`src/rtl/dmem_arb_pkg.sv`:
```
// Shared types and default sizing for the data-memory arbiter.
// Pure declarations; no latency, no backpressure.
// Consumers take their widths from here unless overridden per instance.
package dmem_arb_pkg;

    localparam int ADDR_W_DEF      = 128;
    localparam int DATA_W_DEF      = 128;
    localparam int ADDR_STRIDE_DEF = 16;
    localparam int LEN_W_DEF       = 8;
    localparam int STARVE_MAX_DEF  = 4;

    typedef enum logic {
        IDLE  = 1'b0,
        BURST = 1'b1
    } arb_state_e;

endpackage

```
`src/rtl/dmem_arb_burst_gen.sv`:
```
// Loader burst engine: captures base/len/dir, walks beat addresses, flags the last beat.
// Latency: capture on start edge, address valid the cycle after; advances one beat per adv_i.
// Backpressure: a cycle without adv_i holds the current beat address and count.
module dmem_arb_burst_gen
    import dmem_arb_pkg::*;
#(
    parameter int ADDR_W      = ADDR_W_DEF,
    parameter int LEN_W       = LEN_W_DEF,
    parameter int ADDR_STRIDE = ADDR_STRIDE_DEF
) (
    input  logic              clk,
    input  logic              rst_n,
    input  logic              start_i,
    input  logic [ADDR_W-1:0] base_i,
    input  logic [LEN_W-1:0]  len_i,
    input  logic              we_i,
    input  logic              adv_i,
    output logic [ADDR_W-1:0] addr_o,
    output logic              we_o,
    output logic              last_o
);

    logic [ADDR_W-1:0] addr_q, addr_d;
    logic [LEN_W-1:0]  cnt_q,  cnt_d;
    logic [LEN_W-1:0]  len_q,  len_d;
    logic              we_q,   we_d;

    always_comb begin
        addr_d = addr_q;
        cnt_d  = cnt_q;
        len_d  = len_q;
        we_d   = we_q;
        if (start_i) begin
            addr_d = base_i;
            cnt_d  = '0;
            // A zero-length request still moves one beat.
            len_d  = (len_i == '0) ? LEN_W'(1) : len_i;
            we_d   = we_i;
        end else if (adv_i) begin
            // Running sum equals base + cnt*stride, wrapping mod 2^ADDR_W.
            addr_d = addr_q + ADDR_W'(ADDR_STRIDE);
            cnt_d  = cnt_q + LEN_W'(1);
        end
    end

    always_ff @(posedge clk or negedge rst_n) begin
        if (!rst_n) begin
            addr_q <= '0;
            cnt_q  <= '0;
            len_q  <= '0;
            we_q   <= 1'b0;
        end else begin
            addr_q <= addr_d;
            cnt_q  <= cnt_d;
            len_q  <= len_d;
            we_q   <= we_d;
        end
    end

    assign addr_o = addr_q;
    assign we_o   = we_q;
    assign last_o = (cnt_q == len_q - LEN_W'(1));

endmodule

```
`src/rtl/dmem_arbiter.sv`:
```
// Shares one data-memory port between the core LSU (priority) and the burst image loader.
// Latency: beat issues combinationally in the grant cycle; read data registered one cycle later.
// Backpressure: the losing side is held off, starvation counters force the other through after STARVE_MAX.
module dmem_arbiter
    import dmem_arb_pkg::*;
#(
    parameter int ADDR_W      = ADDR_W_DEF,
    parameter int DATA_W      = DATA_W_DEF,
    parameter int ADDR_STRIDE = ADDR_STRIDE_DEF,
    parameter int LEN_W       = LEN_W_DEF,
    parameter int STARVE_MAX  = STARVE_MAX_DEF
) (
    input  logic              clk,
    input  logic              rst_n,
    input  logic              c_req,
    input  logic              c_we,
    input  logic              c_vf,
    input  logic [ADDR_W-1:0] c_addr,
    input  logic [DATA_W-1:0] c_wd,
    output logic              c_gnt,
    output logic              c_rvalid,
    output logic [DATA_W-1:0] c_rdata,
    input  logic              l_req,
    input  logic              l_we,
    input  logic [ADDR_W-1:0] l_addr,
    input  logic [LEN_W-1:0]  l_len,
    input  logic [DATA_W-1:0] l_wd,
    output logic              l_gnt,
    output logic              l_rvalid,
    output logic [DATA_W-1:0] l_rdata,
    output logic              l_done,
    output logic              l_busy,
    output logic              mem_we,
    output logic              mem_vf,
    output logic [ADDR_W-1:0] mem_addr,
    output logic [DATA_W-1:0] mem_wd,
    input  logic [DATA_W-1:0] mem_rd
);

    localparam int             SW   = $clog2(STARVE_MAX + 1);
    localparam logic [SW-1:0]  SMAX = SW'(STARVE_MAX);

    arb_state_e        state_q, state_d;
    logic [SW-1:0]     c_starve_q, c_starve_d;
    logic [SW-1:0]     l_starve_q, l_starve_d;
    logic              c_rvalid_q, l_rvalid_q, l_done_q;
    logic [DATA_W-1:0] c_rdata_q, l_rdata_q;

    logic              l_start;
    logic              l_force;
    logic [ADDR_W-1:0] bg_addr;
    logic              bg_we;
    logic              bg_last;

    dmem_arb_burst_gen #(
        .ADDR_W      (ADDR_W),
        .LEN_W       (LEN_W),
        .ADDR_STRIDE (ADDR_STRIDE)
    ) u_burst_gen (
        .clk     (clk),
        .rst_n   (rst_n),
        .start_i (l_start),
        .base_i  (l_addr),
        .len_i   (l_len),
        .we_i    (l_we),
        .adv_i   (l_gnt),
        .addr_o  (bg_addr),
        .we_o    (bg_we),
        .last_o  (bg_last)
    );

    always_ff @(posedge clk or negedge rst_n) begin
        if (!rst_n) begin
            state_q <= IDLE;
        end else begin
            state_q <= state_d;
        end
    end

    always_comb begin
        state_d = state_q;
        case (state_q)
            IDLE:    if (l_start)         state_d = BURST;
            BURST:   if (l_gnt && bg_last) state_d = IDLE;
            default: state_d = IDLE;
        endcase
    end

    assign l_force = l_req && (l_starve_q == SMAX);

    // Grants are gated by rst_n so the memory port is quiet while reset is held.
    always_comb begin
        c_gnt   = 1'b0;
        l_gnt   = 1'b0;
        l_start = 1'b0;
        if (rst_n) begin
            case (state_q)
                IDLE: begin
                    c_gnt   = c_req && !l_force;
                    l_start = l_req && !c_gnt;
                end
                BURST: begin
                    c_gnt = c_req && (c_starve_q == SMAX);
                    l_gnt = !c_gnt;
                end
                default: ;
            endcase
        end
    end

    always_comb begin
        mem_we   = 1'b0;
        mem_vf   = 1'b0;
        mem_addr = '0;
        mem_wd   = '0;
        if (c_gnt) begin
            mem_we   = c_we;
            mem_vf   = c_vf;
            mem_addr = c_addr;
            mem_wd   = c_wd;
        end else if (l_gnt) begin
            mem_we   = bg_we;
            mem_vf   = 1'b1;
            mem_addr = bg_addr;
            mem_wd   = l_wd;
        end
    end

    always_comb begin
        c_starve_d = '0;
        l_starve_d = '0;
        if (state_q == IDLE) begin
            if (l_req && c_gnt) begin
                l_starve_d = l_starve_q + SW'(1);
            end
        end else if (c_req && !c_gnt) begin
            c_starve_d = c_starve_q + SW'(1);
        end
    end

    always_ff @(posedge clk or negedge rst_n) begin
        if (!rst_n) begin
            c_starve_q <= '0;
            l_starve_q <= '0;
            c_rvalid_q <= 1'b0;
            l_rvalid_q <= 1'b0;
            l_done_q   <= 1'b0;
            c_rdata_q  <= '0;
            l_rdata_q  <= '0;
        end else begin
            c_starve_q <= c_starve_d;
            l_starve_q <= l_starve_d;
            c_rvalid_q <= c_gnt && !c_we;
            l_rvalid_q <= l_gnt && !bg_we;
            l_done_q   <= l_gnt && bg_last;
            if (c_gnt && !c_we) begin
                c_rdata_q <= mem_rd;
            end
            if (l_gnt && !bg_we) begin
                l_rdata_q <= mem_rd;
            end
        end
    end

    assign c_rvalid = c_rvalid_q;
    assign c_rdata  = c_rdata_q;
    assign l_rvalid = l_rvalid_q;
    assign l_rdata  = l_rdata_q;
    assign l_done   = l_done_q;
    assign l_busy   = (state_q == BURST);

endmodule

```
`config.mk`:
```
export PLATFORM = sky130hd
export DESIGN_NAME = dmem_arbiter
export DESIGN_NICKNAME = d
export VERILOG_FILES = /design/src/rtl/dmem_arb_pkg.sv /design/src/rtl/dmem_arb_burst_gen.sv /design/src/rtl/dmem_arbiter.sv
export SDC_FILE = /design/constraint.sdc
export NUM_CORES = 1
export LEC_CHECK = 0
export CORE_AREA = 5 5 459 461
export DETAILED_ROUTE_END_ITERATION = 8
export DIE_AREA = 0 0 464 466
export PLACE_DENSITY_LB_ADDON = 0.05
export SETUP_SLACK_MARGIN = 0.4
export SYNTH_ARGS = -nofsm -noshare
export SYNTH_HDL_FRONTEND = slang
export SYNTH_SLANG_ARGS = --single-unit
```
`constraint.sdc`:
```
create_clock -name clk -period 3 [get_ports clk]
set_input_delay 0.75 -clock clk [delete_from_list [all_inputs] [get_ports clk]]
set_output_delay 0.75 -clock clk [all_outputs]
set_load 0.02 [all_outputs]
```
# --- Word level (Yosys, flattened, before mapping) ---
# Cells that the tools add are included.
totals:
  regBits: 411
  inputBits: 655
classes:
  n_addsub: 5
  eq_ne: 3
  mux: 26
  bitwise_logic: 1
  reduce_logical: 17
op_table:
  columns: ["operator", "count"]
  rows:
  - ["128-bit two-way mux", 6]
  - ["128-bit by 5-bit adder with 128-bit output (second input constant)", 1]
  - ["8-bit two-way mux", 3]
  - ["3-bit two-way mux", 4]
  - ["1-bit two-way mux", 11]
  - ["1-bit logical AND", 9]
  - ["8-bit by 1-bit adder with 8-bit output (second input constant)", 1]
  - ["8-bit equality test", 1]
  - ["8-bit logical NOT", 1]
  - ["8-bit by 1-bit subtractor with 8-bit output (second input constant)", 1]
  - ["3-bit by 1-bit adder with 3-bit output (second input constant)", 2]
  - ["3-bit equality test (second input constant)", 2]
  - ["1-bit logical NOT", 6]
  - ["1-bit one-hot mux with 2 select lines", 2]
  - ["2-bit nonzero test", 1]
  - ["1-bit inverter", 1]

# --- Depth between registers and ports, before layout ---
# Gate-level depths: netlist of the first run.
logic_depth:
  word_depth: 10
  mapped_depth: 11
  ltp_nobuf: 9

# --- Hierarchy ---
# A second synthesis of the first run with hierarchy kept.
unflattened:
  hier_cells: 2008
  area_unflattened_um2: 22076.2
by_module_without_submodules:
  columns: ["module", "n_inst", "cells_each", "area_each_um2", "seq_area_each_um2"]
  rows:
  - ["dmem_arbiter", 1, 937, 12921.1, 6656.4]
  - ["dmem_arb_burst_gen", 1, 1071, 9155.0, 3628.5]

# --- Least setup slack after synthesis of the first run ---
# Ideal clock, no wire load.
synth_path:
  kind: "input-to-output"
  start: "input c_req"
  end: "output mem_addr[121]"
  t_arrival_ns: 2.494
  required_time_ns: 2.250
  path_slack_ns: -0.244
  stages: 7
  cell_sequence: "nand3_1 -> nand3_1 -> clkinv_1 -> clkbuf_1 -> clkbuf_1 -> buf_1 -> a22o_1"
synth_via:
  elab_chain_len: 6
  elab_cells_between_ends: 9
synth_rtl:
  columns: ["item", "line", "text"]
  rows:
  - ["start: declaration", "dmem_arbiter.sv:15", "input logic c_req,"]
  - ["1-bit logical AND", "dmem_arbiter.sv:103", "c_gnt = c_req && (c_starve_q == SMAX);"]
  - ["1-bit logical NOT", "dmem_arbiter.sv:104", "l_gnt = !c_gnt;"]
  - ["1-bit two-way mux", "dmem_arbiter.sv:97", "case (state_q)"]
  - ["1-bit two-way mux", "dmem_arbiter.sv:96", "if (rst_n) begin"]
  - ["via l_gnt", "dmem_arbiter.sv:28", "output logic l_gnt,"]
  - ["128-bit two-way mux", "dmem_arbiter.sv:121", "end else if (l_gnt) begin"]
  - ["128-bit two-way mux", "dmem_arbiter.sv:116", "if (c_gnt) begin"]
  - ["end: declaration", "dmem_arbiter.sv:35", "output logic [ADDR_W-1:0] mem_addr,"]
# The timed path passes the listed nets, and every way through them passes these cells.

# --- Final worst setup path of the first run ---
layout_path:
  start: "register l_starve_q[0]"
  end: "output mem_addr[5]"
layout_via:
  elab_chain_len: 7
layout_rtl:
  columns: ["item", "line", "text"]
  rows:
  - ["start: declaration", "dmem_arbiter.sv:45", "logic [SW-1:0] l_starve_q, l_starve_d;"]
  - ["start signal: assignment", "dmem_arbiter.sv:152", "l_starve_q <= l_starve_d;"]
  - ["3-bit equality test", "dmem_arbiter.sv:89", "assign l_force = l_req && (l_starve_q == SMAX);"]
  - ["1-bit logical AND", "dmem_arbiter.sv:89", null]
  - ["1-bit logical NOT", "dmem_arbiter.sv:99", "c_gnt = c_req && !l_force;"]
  - ["1-bit logical AND", "dmem_arbiter.sv:99", null]
  - ["1-bit one-hot mux with 2 select lines", "dmem_arbiter.sv:97", null]
  - ["1-bit two-way mux", "dmem_arbiter.sv:96", null]
  - ["128-bit two-way mux", "dmem_arbiter.sv:116", null]
# No other way between the ends.

==> results of run 1 <==
[through the flow]
step / instance area (um2) / hold WS [ns] / setup TNS, ns / util / cells
floorplan: 23600 / 0.429 / 0 / - / 2000
global placement: 40800 / 0.488 / -250.36 / 0.198 / 6012
detailed placement: 40800 / 0.494 / -247.39 / 0.198 / 6012
CTS: 44100 / 0.0325 / -145.18 / 0.214 / 6180
global route: 44100 / 0.0479 / -153.97 / 0.214 / 6188
finish: 44100 / 0.0746 / -115.59 / 0.214 / 6210
[sequential cells by signal (all words and copies together) (netlist names)]
name and flops:
l_starve_q 3, u_burst_gen.we_o 1, l_busy 1, u_burst_gen.addr_o 128, c_starve_q 3, c_rdata 128
l_rvalid 1, l_done 1, c_rvalid 1, l_rdata 128, u_burst_gen.cnt_q 8, u_burst_gen.len_q 8
[worst max-delay path: stages, from the launching register on]
cell	delay (ns)
dfrtp_1	0.38
inv_1	0.06
ha_2	0.20
nand3_2	0.07
a21oi_2	0.11
nor2b_1	0.07
nand2_1	0.12
buf_12	0.21
inv_16	0.08
buf_16	0.17
buf_16	0.16
a22o_4	0.29
buf_4	0.17
[cell families (layout without fill, tap and decap cells)]
logic type | Yosys count | after routing | share of synthesized area
buf+inv | 166 | 1647 | 0.0297
other cells | 0 | 25 | 0
xor+xnor | 72 | 72 | 0.0296
compound gates | 434 | 434 | 0.158
flops | 411 | 411 | 0.483
simple gates | 645 | 645 | 0.155
mux | 265 | 265 | 0.140
fa+ha+maj | 7 | 7 | 0.00412
[routing by layer]
layer,up-vias,routed length (um)
li1,10400,-
met1,11700,63400
met2,916,93100
met3,246,18700
met4,90,3380
met5,-,553
[where the power goes]
part	total (uW)	internal (uW)	switching, uW
Sequential	10700	8190	2500
Clock	7250	4200	3050
Combinational	22900	11200	11700
Total	40800	23600	17200
[cells in the mapped netlist (4+ instances only)]
library cell / count
o211ai_1: 30
clkbuf_1: 113
a21oi_1: 18
buf_2: 4
mux2i_1: 9
mux2_2: 256
a211o_1: 4
and2_1: 5
nand2_1: 234
inv_1: 20
nand3_1: 93
a22o_1: 246
a31o_2: 4
and3_1: 21
o21ai_0: 79
o311ai_0: 12
a31oi_1: 7
a21o_1: 6
nand4b_1: 4
nand4_1: 56
dfrtp_1: 411
xnor2_1: 51
nor3_1: 38
nor4_1: 48
buf_1: 26
nor2_1: 70
or3_1: 23
xor2_1: 21
ha_1: 7
a22oi_1: 7
and4_1: 7
or4_1: 15
[final cells by class]
cell class                      instances  share of cell area
Multi-Input combinational cell       1423               0.291
Inverter                               22             0.00261
Timing Repair inverter                  2            0.000908
Antenna cell                           25             0.00142
Sequential cell                       411               0.234
Clock buffer                           94              0.0401
Timing Repair Buffer                 1516               0.349
Tap cell                             2704              0.0767
Clock inverter                         13             0.00437
[what timing repair did]
item	4_1_cts	5_1_grt
cloned	10	5
setup buffers	51	0
pin swaps	85	5
gates resized for setup	858	45
endpoints found under the setup margin	366	375
[path summary, 6_finish.rpt]
check | start | to | slack [ns] | cells after the start
min | rst_n | u_burst_gen.addr_o[86] | 0.07 | 2
max | l_starve_q[0] | mem_addr[5] | -0.54 | 12
max in group asynchronous | rst_n | c_rdata[15] | 0.59 | 5
max reg2reg | c_starve_q[0] | u_burst_gen.addr_o[94] | 0.21 | 15
min in group clk | c_rdata[15] | c_rdata[15] | 0.50 | 1
min reg2reg | c_rdata[15] | c_rdata[15] | 0.50 | 1
==> metrics.md, run 1 <==
| Metric | Value |
|---|---|
| Status | `finished with violations` |
| Failing checks | `setup timing` |
| DIE WIDTH | `around 460 um` |
| Layout net count | `about 4100` |
| Multi-input logic area | `12800 um2` |
| Met3 usage | `0.0774` |
| Routability cong. | `roughly 0.87` |
| Pre-CTS WS | `-1.05 ns` |
| Tightest Hold Check Type | `primary input to asynchronous set/reset pin` |
| Router iterations before antenna repair | `5` |
| Unrepaired setup endpoints after global routing | `yes` |
| CTS Buffer Depth | `3` |
| Power Dens Cells | `~930 nW/um2` |
| Post-Syn Area per Cell | `between 10 and 15 um2` |
| Post-synthesis cell count | `2000` |
| Cell type with the largest total area after synthesis | `dfrtp_1` |
| Max VDD drop | `between 0.5 and 0.6 mV` |
| Post-synth EDFFs | `0` |
| CTS sink cnt | `slightly above 400` |
| Required time worst endpoint | `around 2.3 ns` |
| Register Area | `just over 10000 um2` |
| Share of layout cells above drive strength 1 | `0.370` |
| Reg clk slew, reported paths | `approximately 0.06 ns` |
| Vias in the first global route | `between 20000 and 30000` |
| Gr usage total | `0.158` |
| Avg WL per Cell | `between 20 and 30 um` |
| Crit end category | `output port` |
| Seq/Total Area, Yosys | `0.483` |
| Max-Cap Viols | `0` |
| Number of synthesized register bits | `just over 400` |
| Hold Vio Cnt, Final | `0` |
| Core Area | `between 200000 and 250000 um2` |
| Nature of the critical path startpoint | `register` |
| Final wirelength | `approximately 180000 um` |
| Number of synthesis warnings | `0` |
| Synth area leaders | `dfrtp_1 48%, mux2_2 14%, a22o_1 10%` |
| Fin crit period | `about 3.5 ns` |
| Commonest non-fill, non-tap cell in the layout | `clkdlybuf4s50_1` |
| Final period util | `1.18` |
| Area growth from synthesis to layout | `107%` |
| CP Class | `register to output port` |
| Number of library cell types mapped by synthesis | `between 60 and 70` |
| H-tree levels | `2` |
| Antenna viol nets, final | `0` |
| Slew Limit Fails | `0` |
| Via count | `~23000` |
| F_max | `roughly 280 MHz` |
| Overflow after GRT | `0` |
| Static Leakage | `approximately 0.018 uW` |
| Antenna violations before repair | `100` |
| DRT iter0 DRCs | `about 1100` |
| Post-Syn Area | `21300 um2` |
| Fill cells | `22300` |
| Initial Utilization | `0.103` |
| Worst Tran Pin Value | `0.944 ns` |
| Worst slew margin | `0.371` |
| Final setup margin | `-0.536 ns` |
| Die Y | `between 400 and 500 um` |
| Critical Path AT | `approximately 2.8 ns` |
| Power, Total | `~40000 uW` |
| Hold-fix buffers, CTS | `0` |
| IO Port Bufs | `1174` |
| Grt peak-use layer | `met2` |
| Synth Flop Type | `dfrtp_1` |
| Met1 Use GR | `0.162` |
| DRC | `0` |
| Via-to-Cell Ratio | `around 3.8` |
| First-pass GRT wire length | `about 240000 um` |
| CTS tree | `done` |
| Inserted Clock Buffers | `60` |
| Commonest cells after routing, fill and taps aside | `875 x clkdlybuf4s50_1, 398 x dfrtp_1, 316 x buf_4` |
| Final setup viols | `260` |
| DP HPWL | `between 100000 and 150000 um` |
| Later-pin clock latency in the skew report | `0.72 ns` |
| Met2 Use GR | `0.294` |
| Full die area | `approximately 220000 um2` |
| Clk root buf | `clkbuf_16` |
| Syn_nets | `2662` |
| Post-synth top area share | `0.483` |
| Crit path max fanout | `10` |
| FP Rows | `167` |
| Setup Skew | `around 0.065 ns` |
| I/O Pins | `~1200` |
| Post-synth ARST share | `1.00` |
| Largest net degree at the start of global routing | `~110` |
No activity file was read; power rests on OpenSTA's default activity.
==> run 2, diff against run 1 <==
- CORE_AREA: 5 5 459 461 -> 5 5 448 450
- DIE_AREA: 0 0 464 466 -> 0 0 453 455
- DONT_BUFFER_PORTS: default -> 1
==> metrics.md, run 2 (synthesized netlist as in run 1, its figures left out) <==
| Metric | Value |
|---|---|
| P_int | `between 15000 and 20000 uW` |
| Critical Path AT | `approximately 2.9 ns` |
| Worst Tran Pin Value | `1.76 ns` |
| Non-Filler Instances | `roughly 5000` |
| Antenna violations before repair | `90` |
| Placed inst area | `~29000 um2` |
| Max-Cap Viols | `0` |
| Status | `finished with violations` |
| Reg-to-reg startpoint | `u_burst_gen.addr_o[47]` |
| CTS Buffer Depth | `3` |
| Register Area | `between 10000 and 15000 um2` |
| Fin area | `between 30000 and 40000 um2` |
| Setup Skew | `~0.017 ns` |
| Sw power | `between 15000 and 20000 uW` |
| Reg clk slew, reported paths | `~0.060 ns` |
| Commonest non-fill, non-tap cell in the layout | `dfrtp_1` |
| Via-to-Cell Ratio | `3.75` |
| Final setup viols | `260` |
| F_max | `276 MHz` |
| Core Area | `between 150000 and 200000 um2` |
| Slew Limit Fails | `99` |
| Vias in the first global route | `19900` |
| Full die area | `between 200000 and 250000 um2` |
| Combinational share of power | `0.375` |
| Clk network pwr share | `0.227` |
| Static Leakage | `0.0126 uW` |
| Initial Utilization | `0.108` |
| DIE WIDTH | `roughly 450 um` |
| Clk root buf | `clkbuf_16` |
| Later-pin clock latency in the skew report | `approximately 0.7 ns` |
| H-tree levels | `2` |
| Multi-input logic area | `roughly 13000 um2` |
| Tightest Hold Check Type | `primary input to asynchronous set/reset pin` |
| Largest net degree at the start of global routing | `roughly 420` |
| Sequential power share | `0.398` |
| Final period util | `1.21` |
| Placed insts | `about 4800` |
| CTS sink cnt | `around 410` |
| Final wirelength | `169000 um` |
| Fill cells | `21800` |
| Worst r2r path cells | `9` |
| DRT iter0 DRCs | `approximately 940` |
| Routability cong. | `around 1.1` |
| Final setup margin | `-0.617 ns` |
| Overflow after GRT | `0` |
| Switching part of the total | `0.450` |
| Required time worst endpoint | `around 2.3 ns` |
| Hold Vio Cnt, Final | `approximately 160` |
| Crit path max fanout | `around 420` |
| Worst R2R Setup Slack | `~0.01 ns` |
| Failing checks | `hold timing, slew limit, setup timing` |
| CP Class | `primary input to output port` |
| Power Dens Cells | `1080 nW/um2` |
| I/O Pins | `1175` |
| Gr usage total | `0.156` |
| Worst slew margin | `-0.173` |
| WHS | `-0.249 ns` |
| Layout net count | `~2900` |
| Setup_tns | `-146.01 ns` |
| Max VDD drop | `about 0.5 mV` |
| Crit end category | `output port` |
| Area growth from synthesis to layout | `49.9%` |
| Nature of the critical path startpoint | `primary input` |
| DP HPWL | `132000 um` |
| DRC | `0` |
| Share of layout cells above drive strength 1 | `0.425` |
| Via count | `~19000` |
| CTS tree | `done` |
| Avg WL per Cell | `about 34 um` |
| Fin crit period | `roughly 3.6 ns` |
| FP Rows | `around 160` |
| First-pass GRT wire length | `around 220000 um` |
| Antenna viol nets, final | `0` |
| Reg-to-Reg End | `u_burst_gen.addr_o[113]` |
| IO Port Bufs | `0` |
| Commonest cells after routing, fill and taps aside | `408 x dfrtp_1, 256 x mux2_2, 239 x buf_4` |
| Die Y | `between 400 and 500 um` |
| Inserted Clock Buffers | `between 60 and 70` |
| Unrepaired setup endpoints after global routing | `yes` |
| Router iterations before antenna repair | `5` |
run 2: changes by cell type in the layout (fill, tap and decap cells not counted), sizes merged:
cell | before | now
clkbuf | 97 | 92
dlygate4sd2 | 37 | 0
clkinv | 10 | 13
diode | 25 | 43
clkdlybuf4s50 | 875 | 0
inv | 24 | 28
bufinv | 2 | 6
buf | 565 | 302
clkinvlp | 1 | 3
clkdlybuf4s15 | 34 | 0
run 2: worst max path at each step:
stage	end	slack, ns	startpoint	cells past startpoint
CTS	mem_wd[53]	-0.51	l_starve_q[0]	11
detailed placement	mem_wd[1]	-0.68	rst_n	6
global route	mem_wd[87]	-0.51	l_starve_q[0]	11
global placement	mem_wd[127]	-0.61	rst_n	6
floorplan	mem_addr[70]	0.33	l_req	8
finish	mem_wd[41]	-0.62	rst_n	7
run 2: final cells by class:
type | instances | share of cell area
Timing Repair inverter | 5 | 0.00255
Timing Repair Buffer | 306 | 0.102
Clock buffer | 90 | 0.0563
Antenna cell | 43 | 0.00338
Multi-Input combinational cell | 1423 | 0.396
Sequential cell | 411 | 0.323
Clock inverter | 23 | 0.0106
Tap cell | 2640 | 0.104
Inverter | 22 | 0.00361
run 2: power groups by stage:
stage / clock network (uW) / logic, uW / registers [uW]
final: 7790 / 12800 / 13600
after global routing: 8340 / 13700 / 14100
after CTS: 8190 / 13000 / 13800
after detailed placement: 0 / 12100 / 13800
after global placement: 0 / 12000 / 14000
after floorplan: 0 / 8380 / 12200
run 2: stage by stage:
step | setup slack [ns] | total power, uW | hold slack (ns) | utilization
6_report | -0.617 | 34300 | -0.249 | 0.162
2_1_floorplan | 0.330 | 20600 | 0.429 | -
4_1_cts | -0.507 | 35000 | -0.293 | 0.161
3_5_place_dp | -0.677 | 25900 | 0.472 | 0.146
3_3_place_gp | -0.606 | 26000 | 0.449 | 0.146
5_1_grt | -0.508 | 36100 | -0.316 | 0.162
run 2: repair_timing:
| action | CTS | global route |
|---|---|---|
| endpoints found under the setup margin | 363 | 568 |
| buffers inserted | 24 | 2 |
| gates cloned | 18 | 3 |
| endpoints found under the hold margin | 411 | 411 |
| pin swaps | 101 | 48 |
| gates resized for setup | 56 | 24 |
run 2: layer usage:
metal | track usage | vias up | routed length [um]
li1 | - | 8040 | -
met1 | 0.143 | 9399 | 52700
met2 | 0.289 | 880 | 89700
met3 | 0.0733 | 261 | 17200
met4 | 0.0768 | 12 | 9300
met5 | 0 | - | 91
run 2: worst max-delay path, stage by stage:
cell and delay, ns:
nor2b_4 0.47, nand2_2 0.10, buf_12 0.16, inv_16 0.06, buf_12 0.16, buf_16 0.17
a22o_4 0.31
==> run 3, diff against run 2 <==
- CORE_AREA: 5 5 448 450 -> 5 5 457 459
- DIE_AREA: 0 0 453 455 -> 0 0 462 464
- SYNTH_HIERARCHICAL: default -> 1
==> metrics.md, run 3 <==
| Metric | Value |
|---|---|
| Commonest cells after routing, fill and taps aside | `410 x dfrtp_1, 292 x mux2_2, 252 x a32o_2` |
| Hold Vio Cnt, Final | `79` |
| Slowest CP cell | `inv_1` |
| Status | `finished with violations` |
| Power Dens Cells | `1060 nW/um2` |
| Critical Path AT | `3.08 ns` |
| Post-synth top area share | `0.466` |
| Buffers & Inverters on Critical Path | `8` |
| DIE WIDTH | `roughly 460 um` |
| Syn_nets | `approximately 2700` |
| Avg WL per Cell | `about 35 um` |
| Tightest Hold Check Type | `primary input to asynchronous set/reset pin` |
| Post-Syn Area | `approximately 22000 um2` |
| Seq/Total Area, Yosys | `0.466` |
| Number of synthesized register bits | `approximately 410` |
| Combinational share of power | `0.374` |
| Switching part of the total | `0.454` |
| Share of layout cells above drive strength 1 | `0.465` |
| Final wirelength | `approximately 180000 um` |
| Fin crit period | `around 3.8 ns` |
| Final setup margin | `-0.835 ns` |
| Clk network pwr share | `0.216` |
| Crit end category | `output port` |
| Register Area | `just over 10000 um2` |
| Post-synthesis cell count | `~2000` |
| Antenna violations before repair | `84` |
| CTS tree | `done` |
| DRC | `0` |
| Worst r2r path cells | `17` |
| Max-Cap Viols | `0` |
| Failing checks | `hold timing, slew limit, setup timing` |
| I/O Pins | `around 1200` |
| CTS Buffer Depth | `3` |
| Pre-CTS WS | `-0.539 ns` |
| DRT iter0 DRCs | `1495` |
| Crit path max fanout | `approximately 680` |
| Gr usage total | `0.153` |
| Slew Limit Fails | `roughly 440` |
| Setup_tns | `-183.09 ns` |
| CP Cell Sequence | `inv_1 -> a2111oi_4 -> buf_6 -> buf_12 -> buf_4 -> buf_12 -> buf_6 -> a32o_2 -> buf_12 -> buf_12` |
| Worst slew margin | `-0.439` |
| CTS sink cnt | `roughly 410` |
| Reg clk slew, reported paths | `~0.060 ns` |
| Critical path's top delay family | `buffers and inverters` |
| Final setup viols | `around 290` |
| Router iterations before antenna repair | `5` |
| Static Leakage | `around 0.013 uW` |
| Setup Skew | `around 0.032 ns` |
| Slowest stage delay, CP | `around 0.4 ns` |
| WHS | `-0.252 ns` |
| Clk root buf | `clkbuf_16` |
| F_max | `between 200 and 300 MHz` |
| Via-to-Cell Ratio | `4.00` |
| Max VDD drop | `0.492 mV` |
| Nature of the critical path startpoint | `primary input` |
| Commonest non-fill, non-tap cell in the layout | `dfrtp_1` |
| Later-pin clock latency in the skew report | `roughly 0.71 ns` |
| Required time worst endpoint | `around 2.3 ns` |
| Synth Flop Type | `dfrtp_1` |
| Core Area | `roughly 200000 um2` |
| IO Port Bufs | `0` |
| Area growth from synthesis to layout | `46.5%` |
| Final period util | `1.28` |
| DP HPWL | `143000 um` |
| Routability cong. | `approximately 1.2` |
| H-tree levels | `2` |
| Inserted Clock Buffers | `60` |
| Overflow after GRT | `0` |
| FP Rows | `roughly 170` |
| Vias in the first global route | `~21000` |
| Number of library cell types mapped by synthesis | `56` |
| Number of synthesis warnings | `6` |
| Full die area | `between 200000 and 250000 um2` |
| First-pass GRT wire length | `roughly 220000 um` |
| Largest net degree at the start of global routing | `~680` |
| P_int | `around 19000 uW` |
| Cell with the most instances after synthesis | `dfrtp_1` |
| Post-synth EDFFs | `0` |
| Antenna viol nets, final | `0` |
| Unrepaired setup endpoints after global routing | `yes` |
| Sequential power share | `0.409` |
| Power, Total | `34400 uW` |
| Post-Syn Area per Cell | `approximately 11 um2` |
| Layout net count | `between 2000 and 3000` |
| Fill cells | `about 23000` |
| Initial Utilization | `0.108` |
| CP Class | `primary input to output port` |
| Cell type with the largest total area after synthesis | `dfrtp_1` |
| Synth area leaders | `dfrtp_1 47%, mux2_2 15%, a32o_1 12%` |
| Most used cell, CP | `buf_12` |
| Sw power | `about 16000 uW` |
| Die Y | `464 um` |
| Multi-input logic area | `11700 um2` |
| Worst path depth | `10` |
| Post-synth top cells | `411 x dfrtp_1, 292 x mux2_2, 257 x a32o_1` |
| Post-synth ARST share | `1.00` |
| Via count | `20300` |
| Worst Tran Pin Value | `roughly 2.2 ns` |
==> run 3: area by class of cell <==
type | instances | share of cell area
antenna | 29 | 0.00224
clock buffer | 91 | 0.0559
clock inverter | 19 | 0.00774
inverter | 22 | 0.00263
multi-input combinational | 1417 | 0.361
sequential | 411 | 0.318
tap | 2688 | 0.104
timing repair buffer | 394 | 0.148
==> run 3: power groups by stage <==
| stage | clock, uW | combinational (uW) | sequential, uW |
|---|---|---|---|
| 2_1_floorplan | 0 | 7030 | 12300 |
| 3_3_place_gp | 0 | 11500 | 14400 |
| 3_5_place_dp | 0 | 11500 | 14400 |
| 4_1_cts | 7870 | 12200 | 14300 |
| 5_1_grt | 8000 | 13700 | 14600 |
| 6_report | 7450 | 12900 | 14100 |
==> run 3: per-stage QoR <==
step                hold slack, ns  std cells  area, um2   util
global route                -0.341       5056      32300  0.158
finish                      -0.252       5071      32300  0.159
detailed placement           0.454       4860      28600  0.140
floorplan                    0.429       2008      22600      -
CTS                         -0.359       5007      31500  0.154
global placement             0.442       4859      28600  0.140
==> run 3: final timing paths <==
| kind | startpoint | endpoint | slack, ns |
|---|---|---|---|
| hold reg to reg | u_burst_gen/addr_o[1] | u_burst_gen/addr_o[1] | 0.53 |
| setup / recovery | rst_n | mem_addr[115] | -0.83 |
| min in group clk | mem_rd[120] | c_rdata[120] | 0.19 |
| hold / removal | rst_n | c_rdata[106] | -0.25 |
| setup reg to reg | c_starve_q[0] | u_burst_gen/addr_o[113] | -0.33 |
| max in group asynchronous | rst_n | u_burst_gen/addr_o[105] | 1.53 |
==> run 3: timing repair <==
item / in CTS / in global routing
endpoints found under the hold margin: 411 / 411
cloned: 11 / 19
setup endpoints to repair: 346 / 371
buffers inserted: 26 / 16
pin swaps: 22 / 39
resized for setup: 79 / 49
==> run 3: metal layers <==
layer  wire length (um)  share of wire  track usage  vias up
li1                   -              -            -     8412
met1              70400           0.40        0.180    10300
met2              80600           0.46        0.248     1213
met3              22100           0.12       0.0841      276
met4               3400          0.019       0.0259       58
met5                746         0.0042      0.00385        -
==> run 3: logic make-up (layout without fill, tap and decap cells) <==
| group | after synthesis | count (layout) | share of synthesized area |
|---|---|---|---|
| muxes | 294 | 294 | 0.150 |
| other | 0 | 29 | 0 |
| DFF | 411 | 411 | 0.466 |
| AOI/OAI and AO/OA | 378 | 378 | 0.147 |
| xor gates and xnor gates | 134 | 134 | 0.0532 |
| and+or+nand+nor | 604 | 604 | 0.146 |
| adders and majority gates | 7 | 7 | 0.00397 |
| buffers and inverters | 180 | 526 | 0.0339 |
